### src/rtl/mux4_rr_scan.sv
// Round-robin scanner for an external 4:1 mux: grants a requesting channel,
// drives SEL, waits SETTLE_CYC cycles, then captures MUX_OUT with a valid/ready handshake.
module mux4_rr_scan #(
   parameter int unsigned SETTLE_CYC = 2
) (
   input  logic       CLK,
   input  logic       RST_N,
   input  logic [3:0] REQ,
   input  logic       MUX_OUT,
   output logic [1:0] SEL,
   output logic       DOUT,
   output logic [1:0] DOUT_CH,
   output logic       DOUT_VALID,
   input  logic       DOUT_READY,
   output logic       BUSY
);

   typedef enum logic [1:0] {
      IDLE,
      SETTLE,
      HOLD
   } state_t;

   localparam logic [3:0] CNT_INIT = 4'(SETTLE_CYC - 1);

   state_t     state;
   logic [1:0] last;
   logic [3:0] cnt;
   logic [1:0] grant;
   logic [1:0] idx;
   logic       found;

   // First set REQ bit searching upward from last+1; 2-bit arithmetic wraps 3->0.
   always_comb begin
      grant = '0;
      found = 1'b0;
      idx   = '0;
      for (int unsigned i = 1; i <= 4; i++) begin
         idx = last + 2'(i);
         if (REQ[idx] && !found) begin
            grant = idx;
            found = 1'b1;
         end
      end
   end

   always_ff @(posedge CLK or negedge RST_N) begin
      if (!RST_N) begin
         state      <= IDLE;
         SEL        <= '0;
         DOUT       <= 1'b0;
         DOUT_CH    <= '0;
         DOUT_VALID <= 1'b0;
         BUSY       <= 1'b0;
         last       <= '1;
         cnt        <= '0;
      end else begin
         unique case (state)
            IDLE: begin
               if (REQ != '0) begin
                  SEL   <= grant;
                  cnt   <= CNT_INIT;
                  state <= SETTLE;
                  BUSY  <= 1'b1;
               end
            end
            SETTLE: begin
               // A dropped request aborts even on the final settle cycle.
               if (!REQ[SEL]) begin
                  state <= IDLE;
                  BUSY  <= 1'b0;
                  cnt   <= '0;
               end else if (cnt == '0) begin
                  DOUT       <= MUX_OUT;
                  DOUT_CH    <= SEL;
                  DOUT_VALID <= 1'b1;
                  state      <= HOLD;
               end else begin
                  cnt <= cnt - 4'd1;
               end
            end
            HOLD: begin
               if (DOUT_READY) begin
                  DOUT_VALID <= 1'b0;
                  last       <= SEL;
                  state      <= IDLE;
                  BUSY       <= 1'b0;
               end
            end
            default: begin
               state <= IDLE;
               BUSY  <= 1'b0;
            end
         endcase
      end
   end

endmodule

### config.mk
export PLATFORM = sky130hd
export DESIGN_NAME = mux4_rr_scan
export DESIGN_NICKNAME = d
export VERILOG_FILES = /design/src/rtl/mux4_rr_scan.sv
export SDC_FILE = /design/constraint.sdc
export NUM_CORES = 1
export LEC_CHECK = 0
export ABC_AREA = 1
export BUFFER_PORTS_ARGS = -buffer_cell sky130_fd_sc_hd__buf_4
export CAP_MARGIN = 20
export CELL_PAD_IN_SITES_DETAIL_PLACEMENT = 2
export CELL_PAD_IN_SITES_GLOBAL_PLACEMENT = 2
export CORE_MARGIN = 3
export CORE_UTILIZATION = 30
export DETAILED_ROUTE_END_ITERATION = 7
export PLACE_DENSITY_LB_ADDON = 0.1
export SYNTH_ARGS = -nofsm -noshare
export SYNTH_HDL_FRONTEND = slang
export SYNTH_SLANG_ARGS = --single-unit
### constraint.sdc
create_clock -name CLK -period 1.8 [get_ports CLK]
set_input_delay 0.36 -clock CLK [delete_from_list [all_inputs] [get_ports CLK]]
set_output_delay 0.36 -clock CLK [all_outputs]
set_load 0.02 [all_outputs]
---- Word-level counts from Yosys, hierarchy flattened ----
Cells that the tools add are included.
word-level totals
  register bits after elaboration ......... 15
  input bits .............................. 8
  output and inout bits ................... 7
  word-level logic and storage cells ...... 77
cells by class
  add/subtract/negate cells ............... 4
  $lt $le $gt $ge ......................... 5
  equal/unequal tests ..................... 9
  multiplexer cells ....................... 33
  reductions and logical operators ........ 18
operators with widths
  cell                   count
  $mux W2                8
  $lt A2 B3 Y1 const B   5
  $mux W1                13
  $mux W4                3
  $reduce_and A3 Y1      4
  $bmux W1 S2            5
  $ne A2 B2 Y1 const B   5
  $pmux W4 S2            1
  $ne A3 B3 Y1 const B   2
  $pmux W2 S3            1
  $add A2 B2 Y2 const B  2
  $logic_not A4 Y1       1
  $reduce_and A2 Y1      2
  $reduce_and A4 Y1      1
  $reduce_bool A2 Y1     2
  $reduce_bool A4 Y1     1
  $sub A4 B1 Y4 const B  1
  $logic_and A1 B1 Y1    3
  $logic_not A1 Y1       3
  $pmux W1 S3            1
  $add A2 B1 Y2 const B  1
  $eq A2 B1 Y1 const B   1
  $eq A2 B2 Y1 const B   1
  $logic_not A2 Y1       1
  $pmux W1 S2            1

---- Logic depth before layout (Yosys ltp) ----
  depth in word-level cells ............... 13
  gate-level depth with buffers ........... 11
  gate-level depth less buffers ........... 10

---- Worst setup path before layout ----
OpenSTA, ideal clock, no wires.
  path type ............................... flip-flop to flip-flop
  from .................................... register last[0]
  to ...................................... register SEL[1]
  library setup time ...................... 0.116 ns
  arrival time ............................ 1.221 ns
  data required time ...................... 1.684 ns
  setup slack ............................. 0.462 ns
  cell stages (with the launch flop) ...... 12
  path buffers ............................ 1
  cells stage by stage .................... dfstp_2 buf_6 inv_6 nand2_2 nand2_2 nand2_1 a21boi_1 nand2_1 inv_1 nand2_1 nand2_1 nand2_1
between the ends
  longest elaborated chain between the ends .. 13
  elaborated cells between the ends (all ways) .. 24
RTL lines
  item                           RTL line  text
  start, declared                27        logic [1:0] last;
  start signal, assigned         55        last <= '1;
  start signal, assigned         85        last <= SEL;
  $add A2 B1 Y2                  39        idx = last + 2'(i);
  $bmux W1 S2                    40        if (REQ[idx] && !found) begin
  $mux W1 (not written as such)  40
  $mux W1                        40
  $logic_not A1 Y1               40
  $logic_and A1 B1 Y1            40
  $mux W1                        40
  $logic_not A1 Y1               40
  $logic_and A1 B1 Y1            40
  $mux W1                        40
  $logic_not A1 Y1               40
  $logic_and A1 B1 Y1            40
  $mux W2 (*)                    40
  end signal, assigned           61        SEL <= grant;
  end, declared                  10        output logic [1:0] SEL,
Mark *: on every way between the ends. The rest lies on a longest branch, timed or not. The select of a mux whose other input is x is not followed.
A chain may end at the register's enable or synchronous reset.

---- Final worst setup path ----
Ends and elaborated chain as after synthesis.

==> flow_metrics.tcl <==
set metrics [dict create \
    grt_pass1_vias 1114 \
    crit_type "reg2reg" \
    arrival_ps 1750 \
    synth_area_um2 1040 \
    grt_pass1_wl_um 5300 \
    pwr-share-comb_pct 60.6 \
    finClkSkew_ps 1.97 \
    antenna_cells 0 \
    yosys.area.top_type "dfrtp_1" \
    tns_ps 0 \
    drtAntennaViolNets 0 \
    grt_antenna_before_repair 0 \
    ys_types 26 \
    layout_min_cycle_time_ps 1530 \
    p_switching_mw 1.07 \
    p_leak_nw 0.635 \
    fin_nets 176 \
    finalHoldViolations 0 \
    p_int_mw 1.02 \
    yosys_warnings 0 \
    rsz0062_at_grt "false" \
    dieWidth_um 64.9 \
    async_reset_ff_share_pct 100 \
    grtUsageTotal_pct 16.3 \
    syn_to_final_growth_pct 17.1 \
    irDropWorstVdd_mv 0.585 \
    io_pins 15 \
    synth_edf_count 0 \
    stdcell_area_um2 1220 \
    status "finished clean" \
    htree_levels 1 \
    grt_max_degree 16 \
    netlist_instances 149 \
    worst_pin_slew_ps 267 \
    drt_iter0_markers 36 \
    dr_total_vias 1001 \
    report.final.slew_viol_count 0 \
    setup_viol 0 \
    netlist_top_cells_area "dfrtp_1 (31%), nand2_1 (19%), inv_1 (5.8%)" \
    max_freq_mhz 655 \
    worst_setup_path_start_kind "register" \
    pwr-share-seq_pct 30.0 \
    num_rows 20 \
    port_buffers 14 \
    avgViaCountPerCell 4.77 \
    hp-class "in2reg" \
    coreArea_um2 3180 \
    max-slew-margin-rel_pct 82.2 \
    worstPathRequired_ps 2030 \
    synth_area_per_cell_um2 6.99 \
    cts_made_buffers 3 \
    dr.pass1.iters 4 \
    cp-end-kind "register" \
    place_congestion 0.760 \
    reg2reg_slack_ps 270 \
    wire_per_inst_um 13.7 \
    start_util_pct 32.8 \
    dp_hpwl_um 2340 \
    path_clk_slew_ps 90 \
    synth_ff_type "dfrtp_1" \
    drt_wl_total_um 2870 \
    synth_fp_nets 158 \
    drv_cap 0 \
    netlist_top_cells_count "nand2_1 (54), inv_1 (16), dfrtp_1 (13)" \
    clock_power_share_pct 9.5 \
    crit_fanout 10 \
    grt_overflow 0 \
    drive_above_1_share_pct 26.5 \
    fin_crit_sh_pct 84.8 \
    cts.sinks 15 \
    synth_top_area_share_pct 31.3 \
    cts_root_buf "clkbuf_4" \
    post-cts-setup-buffers 0 \
    pwr_density_cell_nw_per_um2 1710 \
    ys_seq_elements 15 \
    yosysMostFrequentCell "nand2_1" \
    p_total_mw 2.09 \
    clk_latency_ps 280 \
    synth_seq_area_share_pct 36.3 \
    place_area_um2 1180 \
    cts_buffer_depth 2 \
    die_h_um 64.9 \
    p_sw_share_pct 51.3 \
    dieArea_um2 4210 \
    post-route-drc-count 0 \
    fillers 399 \
    cts_tree "built" \
]
## final timing paths
check / cells after the start / startpoint / end
max: 10 / last[0] / SEL[1]
min: 2 / DOUT_READY / DOUT_VALID
max reg2reg: 10 / last[0] / SEL[1]
min reg2reg: 2 / DOUT / DOUT
max in group asynchronous: 2 / RST_N / last[0]
min in group asynchronous: 2 / RST_N / DOUT
## per-layer routing
layer	vias to the layer above	part of all wire, %	GRT usage [%]
li1	499	-	-
met1	486	43	19.6
met2	12	53	28.6
met3	4	2.8	2.60
met4	0	1.3	6.33
met5	-	0	0
## logic make-up after synthesis
group                    share of synthesized area, %
buffers and inverters                            9.86
flip-flops                                       36.3
XOR/XNOR                                        0.841
adder cells (fa/ha/maj)                          1.20
AND/OR/NAND/NOR                                  42.8
AO/OA/AOI/OAI                                    9.02
## flip-flops by register name, summed over array words and instances (netlist names)
name and cells:
BUSY 1, DOUT 1, DOUT_CH 2, DOUT_VALID 1
SEL 2, cnt 4, last 2, state 2
## power by group through the flow
| stage | Combinational, mW | Clock (mW) | Sequential [mW] |
|---|---|---|---|
| 6_report | 1.26 | 0.198 | 0.626 |
| 5_1_grt | 1.45 | 0.229 | 0.653 |
| 4_1_cts | 1.30 | 0.214 | 0.629 |
| 3_5_place_dp | 1.28 | 0 | 0.635 |
| 3_3_place_gp | 1.24 | 0 | 0.630 |
| 2_1_floorplan | 0.901 | 0 | 0.654 |
## placed cells by master, fill, tap and decap left out, drive strengths merged
cell type    count
dfrtp           13
dfstp            2
a21boi           1
or2              1
dlygate4sd3      1
ha               1
clkbuf           4
nand2           64
nand3           13
o21ai           10
nor2            11
nand4            2
inv             21
a21oi            5
nor3             2
buf             14
xor2             1
## per-stage QoR
stage / instances / hold WS (ps) / util, % / worst slack [ps]
finish: 210 / 257 / 38.3 / 273
global route: 210 / 248 / 38.3 / 137
CTS: 210 / 241 / 38.3 / 248
detailed placement: 205 / 234 / 37.2 / 273
global placement: 205 / 231 / 37.2 / 298
floorplan: 149 / 64.4 / - / 462
## worst max-delay path, cell delays in order, from the launching register on
cell and delay, ps:
dfstp_2 670, inv_6 80, nand2_2 70, nand2_2 70, nand2_1 70, nand2_1 90
nor2_2 140, nand3_1 90, nand2_1 70, nand2_1 50, nand2_1 70
## layout make-up
class / count / area (µm²) / area share, %
inverters: 21 / 83.8 / 6.88
clock buffers: 4 / 26.3 / 2.16
multi-input cells: 111 / 561 / 46.0
repair buffers: 15 / 115 / 9.45
well taps: 44 / 55.1 / 4.52
flip-flops and latches: 15 / 378 / 31.0
## what timing repair did
| item | CTS | global route |
|---|---|---|
| gates resized for setup | 0 | 0 |
| hold endpoints to repair | 13 | 0 |
| hold buffers | 1 | 0 |
No activity file was read; power rests on OpenSTA's default activity.
